[src/rtl/fyp_rx_monitor.sv]
// Avalon-ST receive monitor: frame length, error, runt/long and protocol statistics.
// Define FYP_RX_SEQ_CHECK_EN to add sequence-number checking on beat 4 of each frame.
`timescale 1ns/1ps
module fyp_rx_monitor #(
  parameter int unsigned MIN_LEN = 64,
  parameter int unsigned MAX_LEN = 1518
) (
  input  logic        clk,
  input  logic        reset_n,
  input  logic [31:0] rx_data,
  input  logic        rx_valid,
  input  logic        rx_sop,
  input  logic        rx_eop,
  input  logic [1:0]  rx_empty,
  input  logic [5:0]  rx_err,
  output logic        rx_ready,
  input  logic        clr_stats,
  output logic        frame_done,
  output logic [15:0] last_len,
  output logic [31:0] frame_cnt,
  output logic [31:0] byte_cnt,
  output logic [31:0] err_cnt,
  output logic [31:0] runt_cnt,
  output logic [31:0] long_cnt,
  output logic [31:0] proto_cnt,
  output logic [31:0] seq_err_cnt
);

  typedef enum logic {IDLE, IN_FRAME} state_t;

  localparam logic [16:0] MIN_L = 17'(MIN_LEN);
  localparam logic [16:0] MAX_L = 17'(MAX_LEN);

  function automatic logic [31:0] sat_add(input logic [31:0] a, input logic [31:0] b);
    logic [32:0] s;
    s = {1'b0, a} + {1'b0, b};
    return s[32] ? 32'hFFFF_FFFF : s[31:0];
  endfunction

  state_t      state_q, state_d;
  logic        rx_ready_q, rx_ready_d;
  logic        frame_done_q, frame_done_d;
  logic [15:0] len_q, len_d;
  logic [15:0] last_len_q, last_len_d;
  logic [31:0] frame_cnt_q, frame_cnt_d;
  logic [31:0] byte_cnt_q, byte_cnt_d;
  logic [31:0] err_cnt_q, err_cnt_d;
  logic [31:0] runt_cnt_q, runt_cnt_d;
  logic [31:0] long_cnt_q, long_cnt_d;
  logic [31:0] proto_cnt_q, proto_cnt_d;

  logic        accept;
  logic        complete;
  logic        proto_evt;
  logic [2:0]  add_bytes;
  logic [15:0] base_len;
  logic [16:0] sum_len;
  logic [15:0] new_len;

  assign accept    = rx_valid && rx_ready_q;
  assign add_bytes = rx_eop ? (3'd4 - {1'b0, rx_empty}) : 3'd4;
  // A sop beat always restarts the count, even when it abandons a frame in progress.
  assign base_len  = rx_sop ? 16'd0 : len_q;
  assign sum_len   = {1'b0, base_len} + {14'd0, add_bytes};
  assign new_len   = sum_len[16] ? 16'hFFFF : sum_len[15:0];

  always_comb begin
    state_d      = state_q;
    len_d        = len_q;
    rx_ready_d   = 1'b1;
    frame_done_d = 1'b0;
    last_len_d   = last_len_q;
    frame_cnt_d  = frame_cnt_q;
    byte_cnt_d   = byte_cnt_q;
    err_cnt_d    = err_cnt_q;
    runt_cnt_d   = runt_cnt_q;
    long_cnt_d   = long_cnt_q;
    proto_cnt_d  = proto_cnt_q;
    complete     = 1'b0;
    proto_evt    = 1'b0;

    if (accept) begin
      if (rx_sop && state_q == IN_FRAME) proto_evt = 1'b1;
      if (!rx_sop && state_q == IDLE) begin
        proto_evt = 1'b1;
      end else if (rx_eop) begin
        complete = 1'b1;
        state_d  = IDLE;
        len_d    = 16'd0;
      end else begin
        state_d = IN_FRAME;
        len_d   = new_len;
      end
    end

    if (complete) begin
      frame_done_d = 1'b1;
      last_len_d   = new_len;
      frame_cnt_d  = sat_add(frame_cnt_q, 32'd1);
      byte_cnt_d   = sat_add(byte_cnt_q, {16'd0, new_len});
      if (rx_err != 6'd0)            err_cnt_d  = sat_add(err_cnt_q, 32'd1);
      if ({1'b0, new_len} < MIN_L)   runt_cnt_d = sat_add(runt_cnt_q, 32'd1);
      if ({1'b0, new_len} > MAX_L)   long_cnt_d = sat_add(long_cnt_q, 32'd1);
    end
    if (proto_evt) proto_cnt_d = sat_add(proto_cnt_q, 32'd1);

    // Clear overrides any same-cycle update; FSM and length are left alone.
    if (clr_stats) begin
      last_len_d  = 16'd0;
      frame_cnt_d = 32'd0;
      byte_cnt_d  = 32'd0;
      err_cnt_d   = 32'd0;
      runt_cnt_d  = 32'd0;
      long_cnt_d  = 32'd0;
      proto_cnt_d = 32'd0;
    end
  end

  always_ff @(posedge clk or negedge reset_n) begin
    if (!reset_n) begin
      state_q      <= IDLE;
      rx_ready_q   <= 1'b0;
      frame_done_q <= 1'b0;
      len_q        <= 16'd0;
      last_len_q   <= 16'd0;
      frame_cnt_q  <= 32'd0;
      byte_cnt_q   <= 32'd0;
      err_cnt_q    <= 32'd0;
      runt_cnt_q   <= 32'd0;
      long_cnt_q   <= 32'd0;
      proto_cnt_q  <= 32'd0;
    end else begin
      state_q      <= state_d;
      rx_ready_q   <= rx_ready_d;
      frame_done_q <= frame_done_d;
      len_q        <= len_d;
      last_len_q   <= last_len_d;
      frame_cnt_q  <= frame_cnt_d;
      byte_cnt_q   <= byte_cnt_d;
      err_cnt_q    <= err_cnt_d;
      runt_cnt_q   <= runt_cnt_d;
      long_cnt_q   <= long_cnt_d;
      proto_cnt_q  <= proto_cnt_d;
    end
  end

`ifdef FYP_RX_SEQ_CHECK_EN
  logic [2:0]  beat_idx_q, beat_idx_d;
  logic        seq_have_q, seq_have_d;
  logic [31:0] seq_cap_q, seq_cap_d;
  logic        seq_sync_q, seq_sync_d;
  logic [31:0] seq_exp_q, seq_exp_d;
  logic [31:0] seq_err_cnt_q, seq_err_cnt_d;
  logic        seq_beat;
  logic        frame_has_seq;
  logic [31:0] frame_seq;

  assign seq_beat = accept && state_q == IN_FRAME && !rx_sop && beat_idx_q == 3'd4;

  // beat_idx_q holds the index of the next beat and parks at 5 once past the sequence beat.
  always_comb begin
    beat_idx_d    = beat_idx_q;
    seq_have_d    = seq_have_q;
    seq_cap_d     = seq_cap_q;
    seq_sync_d    = seq_sync_q;
    seq_exp_d     = seq_exp_q;
    seq_err_cnt_d = seq_err_cnt_q;

    if (accept && (rx_sop || state_q == IN_FRAME)) begin
      if (rx_sop) begin
        beat_idx_d = 3'd1;
        seq_have_d = 1'b0;
      end else if (beat_idx_q != 3'd5) begin
        beat_idx_d = beat_idx_q + 3'd1;
      end
      if (seq_beat) begin
        seq_have_d = 1'b1;
        seq_cap_d  = rx_data;
      end
    end

    frame_has_seq = seq_beat || (seq_have_q && !rx_sop);
    frame_seq     = seq_beat ? rx_data : seq_cap_q;

    if (complete) begin
      seq_have_d = 1'b0;
      beat_idx_d = 3'd0;
      if (frame_has_seq) begin
        seq_exp_d  = frame_seq + 32'd1;
        seq_sync_d = 1'b1;
        if (seq_sync_q && frame_seq != seq_exp_q)
          seq_err_cnt_d = sat_add(seq_err_cnt_q, 32'd1);
      end
    end

    if (clr_stats) begin
      seq_sync_d    = 1'b0;
      seq_err_cnt_d = 32'd0;
    end
  end

  always_ff @(posedge clk or negedge reset_n) begin
    if (!reset_n) begin
      beat_idx_q    <= 3'd0;
      seq_have_q    <= 1'b0;
      seq_cap_q     <= 32'd0;
      seq_sync_q    <= 1'b0;
      seq_exp_q     <= 32'd0;
      seq_err_cnt_q <= 32'd0;
    end else begin
      beat_idx_q    <= beat_idx_d;
      seq_have_q    <= seq_have_d;
      seq_cap_q     <= seq_cap_d;
      seq_sync_q    <= seq_sync_d;
      seq_exp_q     <= seq_exp_d;
      seq_err_cnt_q <= seq_err_cnt_d;
    end
  end

  assign seq_err_cnt = seq_err_cnt_q;
`else
  logic unused_data;
  assign unused_data = ^rx_data;
  assign seq_err_cnt = 32'd0;
`endif

  assign rx_ready   = rx_ready_q;
  assign frame_done = frame_done_q;
  assign last_len   = last_len_q;
  assign frame_cnt  = frame_cnt_q;
  assign byte_cnt   = byte_cnt_q;
  assign err_cnt    = err_cnt_q;
  assign runt_cnt   = runt_cnt_q;
  assign long_cnt   = long_cnt_q;
  assign proto_cnt  = proto_cnt_q;

endmodule

[config.mk]
export PLATFORM = sky130hd
export DESIGN_NAME = fyp_rx_monitor
export DESIGN_NICKNAME = d
export VERILOG_FILES = /design/src/rtl/fyp_rx_monitor.sv
export SDC_FILE = /design/constraint.sdc
export NUM_CORES = 1
export LEC_CHECK = 0
export ABC_AREA = 1
export CORE_MARGIN = 1.5
export CORE_UTILIZATION = 50
export DETAILED_ROUTE_END_ITERATION = 12
export DONT_BUFFER_PORTS = 1
export GPL_TIMING_DRIVEN = 0
export PLACE_DENSITY = 0.67
export SETUP_SLACK_MARGIN = 0.4
export SLEW_MARGIN = 25
export SYNTH_ARGS = -nofsm -noshare
export SYNTH_HDL_FRONTEND = slang
export SYNTH_SLANG_ARGS = --single-unit
export TNS_END_PERCENT = 30
[constraint.sdc]
create_clock -name clk -period 4.01 [get_ports clk]
set_clock_uncertainty 0.1 [all_clocks]
set_input_delay 0.802 -clock clk [delete_from_list [all_inputs] [get_ports clk]]
set_output_delay 0.802 -clock clk [all_outputs]
set_load 0.03 [all_outputs]
==> impl_metrics.yaml, run 1 <==
clock_network:
  clockBufferDepth: 3
  clock-sinks: 227
  cts_tree: "built"
  htree_levels: 1
  cts_buffers: 27
  root_buffer: "clkbuf_16"
  worst_skew_pair.late_latency_ns: 0.56
  clk_pin_slew_ns: 0.06
cells_and_area:
  antenna_cells: 0
  stdcell_count: 2777
  final_nets: 2437
  design_area_um2: 17800
  syn_to_final_growth_pct: 14.0
  drive_above_1_share_pct: 10.8
  post-route-util_pct: 58.2
die:
  start_util_pct: 51.0
  coreArea_um2: 30700
  ios: 288
  die_area_um2: 32400
  fp-row-count: 64
  fp.dieW_um: 180
  dieHeight_um: 180
timing:
  fin_ws_ns: 0.373
  slew_viol_final: 0
  hold_ws_ns: -0.159
  tightestPinTransition_ns: 0.895
  fin_crit_sh_pct: 90.7
  relSlewSlack_pct: 39.9
  setup-violations-final: 0
  fmax_mhz: 275
  rsz0062_at_grt: "yes"
  hold_viol: 227
  min_period_ns: 3.64
  finalSetupTns_ns: 0
placed_design:
  dpl_worst_slack_ns: -0.750
  dp_cells: 2701
  dp_hpwl_mm: 35.6
  dpl_cell_area_um2: 16400
  gp_congestion: 0.939
  portBuffers: 0
detailed_routing:
  wl_per_cell_um: 17.5
  postRouteAntennaNets: 0
  drc: 0
  wirelength_mm: 48.5
  via_count: 15500
  vias_per_cell: 5.59
  initialDrtViolationCount: 1064
  first_pass_iters: 5
yosys:
  synth.avg_cell_area_um2: 6.88
  synth_mux_area_share_pct: 0
  synth_most_common_cell: "nand2_1"
  syn_inst: 2274
  yosysUniqueCellTypes: 53
  synth-seq-cells: 227
  synthSimpleGateAreaFrac_pct: 34.7
  yosysTopAreaCell: "dfrtp_1"
  synthFlopType: "dfrtp_1"
  synth_compound_area_share_pct: 11.3
  synth_edf_count: 0
  synth_top_family_by_area: "simple AND/OR/NAND/NOR gates"
  synth_common_cells: "nand2_1, inv_1, o21ai_0"
  ys_seq_area_share_pct: 36.3
  synth.cell_area_um2: 15600
  synth_xor_area_share_pct: 5.26
  ys_async_sr_fraction_pct: 100
  yosys_warnings: 0
  synthAdderAreaFrac_pct: 2.33
  netlist.area_leader.share_pct: 36.3
  synth_area_leaders: "dfrtp_1, nand2_1, o21ai_0, nand3_1, inv_1"
pwr:
  p_total_mw: 5.24
  peakVddDrop_uv: 333
  p_leak_nw: 8.35
  p_per_area_nw_per_um2: 294
global_routing:
  grt_pass1_wl_mm: 78.4
  grt_pass1_vias: 14800
  antenna_found_initial: 1
  grt-ovfl-total: 0
  grtUsageTotal_pct: 29.4
  grt_max_degree: 228
setup_path:
  crit_arrival_ns: 4.02
  worstPathRequired_ns: 4.40
  cp_max_fo: 6
  path_class: "primary input to register"
  setup.worst_path.end_class: "register"
  start_kind: "primary input"
job:
  drv_cap: 0
outcome:
  status: "finished with violations"
  violations: "hold timing"
hold_path:
  hp-class: "primary input to asynchronous set/reset pin"
## final timing paths
path | start | endpoint | slack (ns) | depth (start not counted)
hold / removal | reset_n | byte_cnt[15] | -0.16 | 0
setup reg to reg | len_q[0] | byte_cnt[6] | 0.42 | 24
max in group asynchronous | reset_n | byte_cnt[29] | 3.53 | 0
setup / recovery | rx_empty[0] | byte_cnt[6] | 0.37 | 27
hold reg to reg | len_q[1] | len_q[1] | 0.46 | 2
min in group clk | rx_eop | frame_done | 0.36 | 2
## logic make-up (layout without fill, tap and decap cells)
kind of cell    Yosys count  after routing
compound gates          334            334
xor+xnor                 94             94
fa+ha+maj                28             28
buf+inv                 372            448
flops                   227            227
other cells               2             33
simple gates           1217           1217
## report_power, final
part,internal (mW),switching [mW],total [mW],leakage (nW)
combinational,0.114,0.256,0.370,4.76
sequential,2.31,0.0446,2.36,3.16
clock,1.50,1.02,2.52,0.431
## cell type report
class / instances / area, um2
Buffer: 101 / 571
Clock buffer: 37 / 753
Clock inverter: 10 / 134
Fill cell: 2912 / 12800
Inverter: 271 / 1050
Multi-Input combinational cell: 1706 / 8920
Sequential cell: 227 / 5680
Tap cell: 396 / 495
Timing Repair Buffer: 29 / 241
## critical path: stages
cell     delay, ns
inv_12        0.02
ha_4          0.13
or2_4         0.25
ha_4          0.29
nand2_2       0.05
nand2_2       0.07
nand2_4       0.08
inv_4         0.08
nand2_4       0.07
nor2_8        0.17
nor2_4        0.05
inv_2         0.06
ha_4          0.12
inv_2         0.04
fa_2          0.39
inv_2         0.06
nand3_2       0.05
nand2_2       0.09
a21oi_4       0.08
o21ai_4       0.19
nand3_4       0.13
a21oi_4       0.21
nand2_4       0.10
inv_6         0.11
buf_6         0.12
o21ai_1       0.06
nand2_1       0.10
## sequential cells by signal, indices dropped and copies added, names as in the netlist
signal      flops
rx_ready        1
last_len       16
runt_cnt       32
frame_done      1
len_q          16
proto_cnt      32
byte_cnt       32
long_cnt       32
frame_cnt      32
state_q         1
err_cnt        32
## repair_timing
item	4_1_cts	5_1_grt
endpoints found under the setup margin	32	34
endpoints found under the hold margin	227	227
pin swaps	9	32
setup buffers	16	12
gates resized for setup	31	66
cloned	1	0
## routing by layer
metal	GRT usage, %	vias to the layer above	routed length [um]
met5	0	-	0
met4	10.5	0	1730
met3	7.03	100	3780
met2	48.5	542	22500
met1	37.6	7300	20500
li1	-	7572	-
## layout by cell type (no fill, tap or decap), types with 10 or more instances in the layout
cell | synthesis | final
nand2_1 | 598 | 584
inv_1 | 264 | 255
dfrtp_1 | 227 | 227
o21ai_0 | 228 | 209
nand3_1 | 204 | 198
nor2_1 | 186 | 178
nor3_1 | 84 | 82
xor2_1 | 73 | 73
buf_4 | 35 | 60
clkbuf_1 | 49 | 55
nand4_1 | 51 | 51
a21oi_1 | 50 | 40
conb_1 | 2 | 33
o21ai_1 | 13 | 28
clkbuf_16 | 0 | 27
or2_2 | 25 | 24
nor4_1 | 23 | 23
xnor2_1 | 21 | 21
nand2_2 | 6 | 16
o22ai_1 | 14 | 14
nand3_2 | 12 | 13
ha_1 | 26 | 12
ha_4 | 0 | 11
nor2_4 | 5 | 10
No activity file was read; power rests on OpenSTA's default activity.
==> run 2: changes to the inputs <==
ABC_AREA = unset   (was 1)
MAX_ROUTING_LAYER = met4   (was unset)
==> impl_metrics.yaml, run 2 <==
cells_and_area:
  stdcell_count: 2060
  fillCellCount: 2258
  antenna_cells: 0
  syn_to_final_growth_pct: 21.7
  regArea_um2: 5690
  final_nets: 1774
  multiInputGateArea_um2: 8060
  final_cell_mix: "dfrtp_1, nor2_1, nand2_1, a21oi_1, buf_4"
  drive_above_1_share_pct: 19.6
  post-route-util_pct: 61.8
  final_common_cell: "dfrtp_1"
global_routing:
  grt-ovfl-total: 0
  grt_pass1_wl_mm: 71.6
  grtUsageTotal_pct: 32.8
  grt_pass1_vias: 12600
  grt_max_degree: 228
  antenna_found_initial: 0
yosys:
  syn_inst: 1566
  synthSimpleGateAreaFrac_pct: 24.3
  synth_compound_area_share_pct: 22.8
  synth.cell_area_um2: 13700
  synth_common_cells: "dfrtp_1, nor2_1, nand2_1"
  synth_edf_count: 0
  synthAdderAreaFrac_pct: 2.67
  synth_xor_area_share_pct: 1.47
  yosys_warnings: 0
  ys_async_sr_fraction_pct: 100
  yosysUniqueCellTypes: 81
  ys_seq_area_share_pct: 41.6
  synth_area_leaders: "dfrtp_1, nor2_1, a21oi_1, a211oi_1, nand2_1"
  synth.avg_cell_area_um2: 8.72
  yosysTopAreaCell: "dfrtp_1"
  netlist.area_leader.share_pct: 41.6
  synth_top_family_by_area: "simple AND/OR/NAND/NOR gates"
  synth_most_common_cell: "dfrtp_1"
  synthFlopType: "dfrtp_1"
  synth_mux_area_share_pct: 1.58
  synth-seq-cells: 227
pwr:
  p_per_area_nw_per_um2: 330
  p_leak_nw: 6.93
  peakVddDrop_uv: 260
placed_design:
  dp_cells: 1938
  dp_hpwl_mm: 30.6
  portBuffers: 0
  gp_congestion: 0.936
die:
  dieHeight_um: 168
  ios: 288
  fp-row-count: 60
  coreArea_um2: 26900
  start_util_pct: 50.8
  die_area_um2: 28300
  fp.dieW_um: 168
outcome:
  status: "finished with violations"
  violations: "hold timing, setup timing"
detailed_routing:
  first_pass_iters: 5
  wl_per_cell_um: 22.5
  via_count: 13300
  postRouteAntennaNets: 0
  initialDrtViolationCount: 1080
  wirelength_mm: 46.4
  vias_per_cell: 6.47
  drc: 0
setup_path:
  path_class: "primary input to register"
  worstPathRequired_ns: 4.32
  start_kind: "primary input"
  setup.worst_path.end_class: "register"
  cp_max_fo: 5
  ff2ff_path_depth: 19
  crit_arrival_ns: 4.33
clock_network:
  htree_levels: 1
  clockBufferDepth: 3
  cts_tree: "built"
  clk_pin_slew_ns: 0.07
  root_buffer: "clkbuf_16"
  clock-sinks: 227
  worst_skew_pair.late_latency_ns: 0.56
  cts_buffers: 27
timing:
  tightestPinTransition_ns: 0.941
  setup-violations-final: 1
  fmax_mhz: 249
  slew_viol_final: 0
  relSlewSlack_pct: 37.3
  fin_crit_sh_pct: 100
  fin_ws_ns: -0.0134
  min_period_ns: 4.02
  rsz0062_at_grt: "yes"
  hold_ws_ns: -0.155
  hold_viol: 179
hold_path:
  hp-class: "primary input to asynchronous set/reset pin"
job:
  drv_cap: 0
[run 2: cell type report]
cell class	count	area share, %
multi-input cells	1210	48.5
flip-flops and latches	227	34.2
clock buffers	38	4.55
plain buffers	124	4.44
repair buffers	74	3.91
well taps	341	2.57
clock inverters	10	0.941
inverters	36	0.888
[run 2: cell families after synthesis]
logic type	Yosys count
compound gates	458
xor+xnor	22
fa+ha+maj	28
buf+inv	160
flops	227
mux	21
other cells	2
simple gates	648
[run 2: through the flow]
stage          power, mW  hold slack [ns]  instance area (um2)  setup TNS, ns  setup slack [ns]
6_report            5.48           -0.155                16600        -0.0134           -0.0134
5_1_grt             5.63           -0.166                16600          -1.38            -0.129
4_1_cts             5.46           -0.165                16100              0             0.129
3_5_place_dp        2.82            0.365                14400         -86.04             -1.10
3_3_place_gp        2.81            0.363                14400         -80.62             -1.07
2_1_floorplan       2.70            0.342                13900          -8.97            -0.371
[run 2: final timing paths]
path / slack, ns / to / start
hold / removal: -0.16 / len_q[11] / reset_n
max in group asynchronous: 3.27 / proto_cnt[1] / reset_n
min in group clk: 0.39 / len_q[2] / len_q[2]
hold reg to reg: 0.39 / len_q[2] / len_q[2]
setup / recovery: -0.01 / byte_cnt[25] / rx_sop
setup reg to reg: 0 / byte_cnt[25] / len_q[0]
[run 2: layer usage]
layer	track usage (%)	routed length (um)
met1	42.3	19100
met2	49.4	21100
met3	9.24	4520
met4	11.7	1650
met5	-	0
[run 2: where the power goes]
| part | switching, mW | internal, mW |
|---|---|---|
| Clock | 1.02 | 1.57 |
| Sequential | 0.0758 | 2.32 |
| Combinational | 0.318 | 0.177 |
[run 2: timing repair]
| action | 4_1_cts | 5_1_grt |
|---|---|---|
| pin swaps | 50 | 36 |
| setup buffers | 53 | 20 |
| cloned | 1 | 0 |
| resized for setup | 103 | 87 |
| hold endpoints to repair | 227 | 227 |
| endpoints found under the setup margin | 145 | 171 |
[run 2: worst max-delay path: stages]
cell	delay, ns
clkbuf_16	0.10
clkbuf_16	0.13
nor2b_4	0.04
ha_4	0.16
fa_2	0.38
a21oi_4	0.28
buf_6	0.15
nor4_2	0.03
o21ai_1	0.20
and2_4	0.20
inv_2	0.05
ha_4	0.26
and3_4	0.18
buf_4	0.10
and3_4	0.20
a211oi_4	0.08
o31ai_4	0.32
buf_4	0.16
nor3b_4	0.20
and4_1	0.25
nor3_2	0.04
==> run 3: changes to the inputs <==
CTS_CLUSTER_DIAMETER = 60   (was unset)
TNS_END_PERCENT = 1   (was 30)
==> impl_metrics.yaml, run 3 (synthesized netlist as in run 2, its figures left out) <==
pwr:
  power_switching_mw: 1.38
  clockPowerShare_pct: 45.8
  seq_power_share_pct: 45.9
  peakVddDrop_uv: 284
  p_per_area_nw_per_um2: 330
  p_comb_share_pct: 8.3
  sw_frac_of_total_pct: 26.5
  p_leak_nw: 6.60
  intPower_mw: 3.83
clock_network:
  worst_skew_pair.late_latency_ns: 0.55
  cts_tree: "built"
  cts_buffers: 29
  clk_pin_slew_ns: 0.06
  clockBufferDepth: 3
  root_buffer: "clkbuf_16"
  clock-sinks: 227
  htree_levels: 1
detailed_routing:
  initialDrtViolationCount: 1082
  wirelength_mm: 44.3
  vias_per_cell: 6.41
  drc: 0
  first_pass_iters: 5
  postRouteAntennaNets: 0
  wl_per_cell_um: 22.0
  via_count: 12900
die:
  start_util_pct: 50.8
  die_area_um2: 28300
  dieHeight_um: 168
  fp.dieW_um: 168
  coreArea_um2: 26900
  fp-row-count: 60
  ios: 288
global_routing:
  grt_max_degree: 228
  grtUsageTotal_pct: 31.8
  grt-ovfl-total: 0
  antenna_found_initial: 0
  grt_pass1_vias: 12300
  grt_pass1_wl_mm: 69.8
timing:
  rsz0062_at_grt: "yes"
  slew_viol_final: 0
  hold_ws_ns: -0.149
  setup-violations-final: 7
  fmax_mhz: 247
  fin_ws_ns: -0.0452
  relSlewSlack_pct: 35.5
  min_period_ns: 4.06
  finalSetupTns_ns: -0.0851
  tightestPinTransition_ns: 0.967
  fin_crit_sh_pct: 101
  hold_viol: 151
placed_design:
  portBuffers: 0
  dp_hpwl_mm: 30.5
  gp_congestion: 0.937
cells_and_area:
  post-route-util_pct: 58.8
  fillCellCount: 2380
  regArea_um2: 5680
  final_cell_mix: "dfrtp_1, nor2_1, nand2_1, a21oi_1, nand3_1"
  multiInputGateArea_um2: 7750
  drive_above_1_share_pct: 14.3
  final_common_cell: "dfrtp_1"
  syn_to_final_growth_pct: 15.6
  final_nets: 1734
  antenna_cells: 0
job:
  drv_cap: 0
hold_path:
  hp-class: "primary input to asynchronous set/reset pin"
outcome:
  status: "finished with violations"
  violations: "hold timing, setup timing"
setup_path:
  crit_arrival_ns: 4.36
  worstPathRequired_ns: 4.31
  start_kind: "primary input"
  reg2reg_to: "byte_cnt[26]"
  r2r_start: "len_q[0]"
  setup.worst_path.end_class: "register"
  critPathLaunch: "rx_sop"
  endpoint: "byte_cnt[26]"
  ff2ff_path_depth: 17
  rrSetupSlack_ns: -0.01
  path_class: "primary input to register"
  cp_max_fo: 7
run 3: changes by cell type in the layout (fill, tap and decap cells not counted), moves of 8 or more:
cell / change
nor3_1: +9
buf_6: -11
a21oi_1: +8
nor3_2: -9
buf_4: -30
run 3: cell type report:
type,instances,share of cell area [%]
clock buffers,36,4.95
repair buffers,31,1.47
multi-input cells,1211,49.1
well taps,341,2.70
inverters,36,0.872
flip-flops and latches,227,36.0
clock inverters,11,0.491
plain buffers,124,4.46
run 3: how the worst min path moves through the flow:
stage	to	slack (ns)	cells past startpoint
after CTS	len_q[13]	-0.17	0
after global placement	len_q[2]	0.36	2
after detailed placement	len_q[2]	0.37	2
after floorplan	len_q[1]	0.34	2
final	len_q[13]	-0.15	0
after global routing	len_q[13]	-0.16	0
run 3: power groups by stage:
stage,clock [mW],sequential [mW],combinational [mW]
2_1_floorplan,0,2.42,0.281
3_3_place_gp,0,2.43,0.376
3_5_place_dp,0,2.43,0.380
4_1_cts,2.44,2.39,0.417
5_1_grt,2.51,2.40,0.468
6_report,2.39,2.39,0.432
run 3: worst max-delay path, cell delays in order:
cell	delay (ns)
clkbuf_16	0.12
clkbuf_16	0.14
nor2b_4	0.05
ha_4	0.16
fa_2	0.37
a21o_1	0.24
nand4_1	0.15
xor2_2	0.24
nor2_2	0.07
nor2_2	0.13
inv_2	0.06
ha_4	0.27
and3_4	0.19
o211a_1	0.15
o31a_1	0.20
o2111ai_4	0.23
a211oi_4	0.42
nor4bb_2	0.27
nor3_1	0.08
run 3: metrics by stage:
stage / cells / setup slack [ns] / instance area [um2] / power [mW]
final: 2017 / -0.0452 / 15800 / 5.22
after global routing: 2017 / -0.236 / 15800 / 5.38
after CTS: 2013 / 0.0394 / 15600 / 5.25
after detailed placement: 1938 / -1.11 / 14300 / 2.81
after global placement: 1938 / -1.06 / 14300 / 2.81
after floorplan: 1597 / -0.382 / 13900 / 2.70
run 3: repair_timing:
item	CTS	global route
gates cloned	1	0
hold endpoints to repair	227	227
buffers inserted	27	4
pin swaps	28	14
endpoints found under the setup margin	137	160
resized for setup	52	45
run 3: routing by layer:
metal  GRT usage, %  up-vias  wire [um]
li1               -     5986          -
met5              -        -          0
met1           39.5     6264      17900
met3           8.49      106       4220
met2           49.8      563      20600
met4           12.0        0       1600
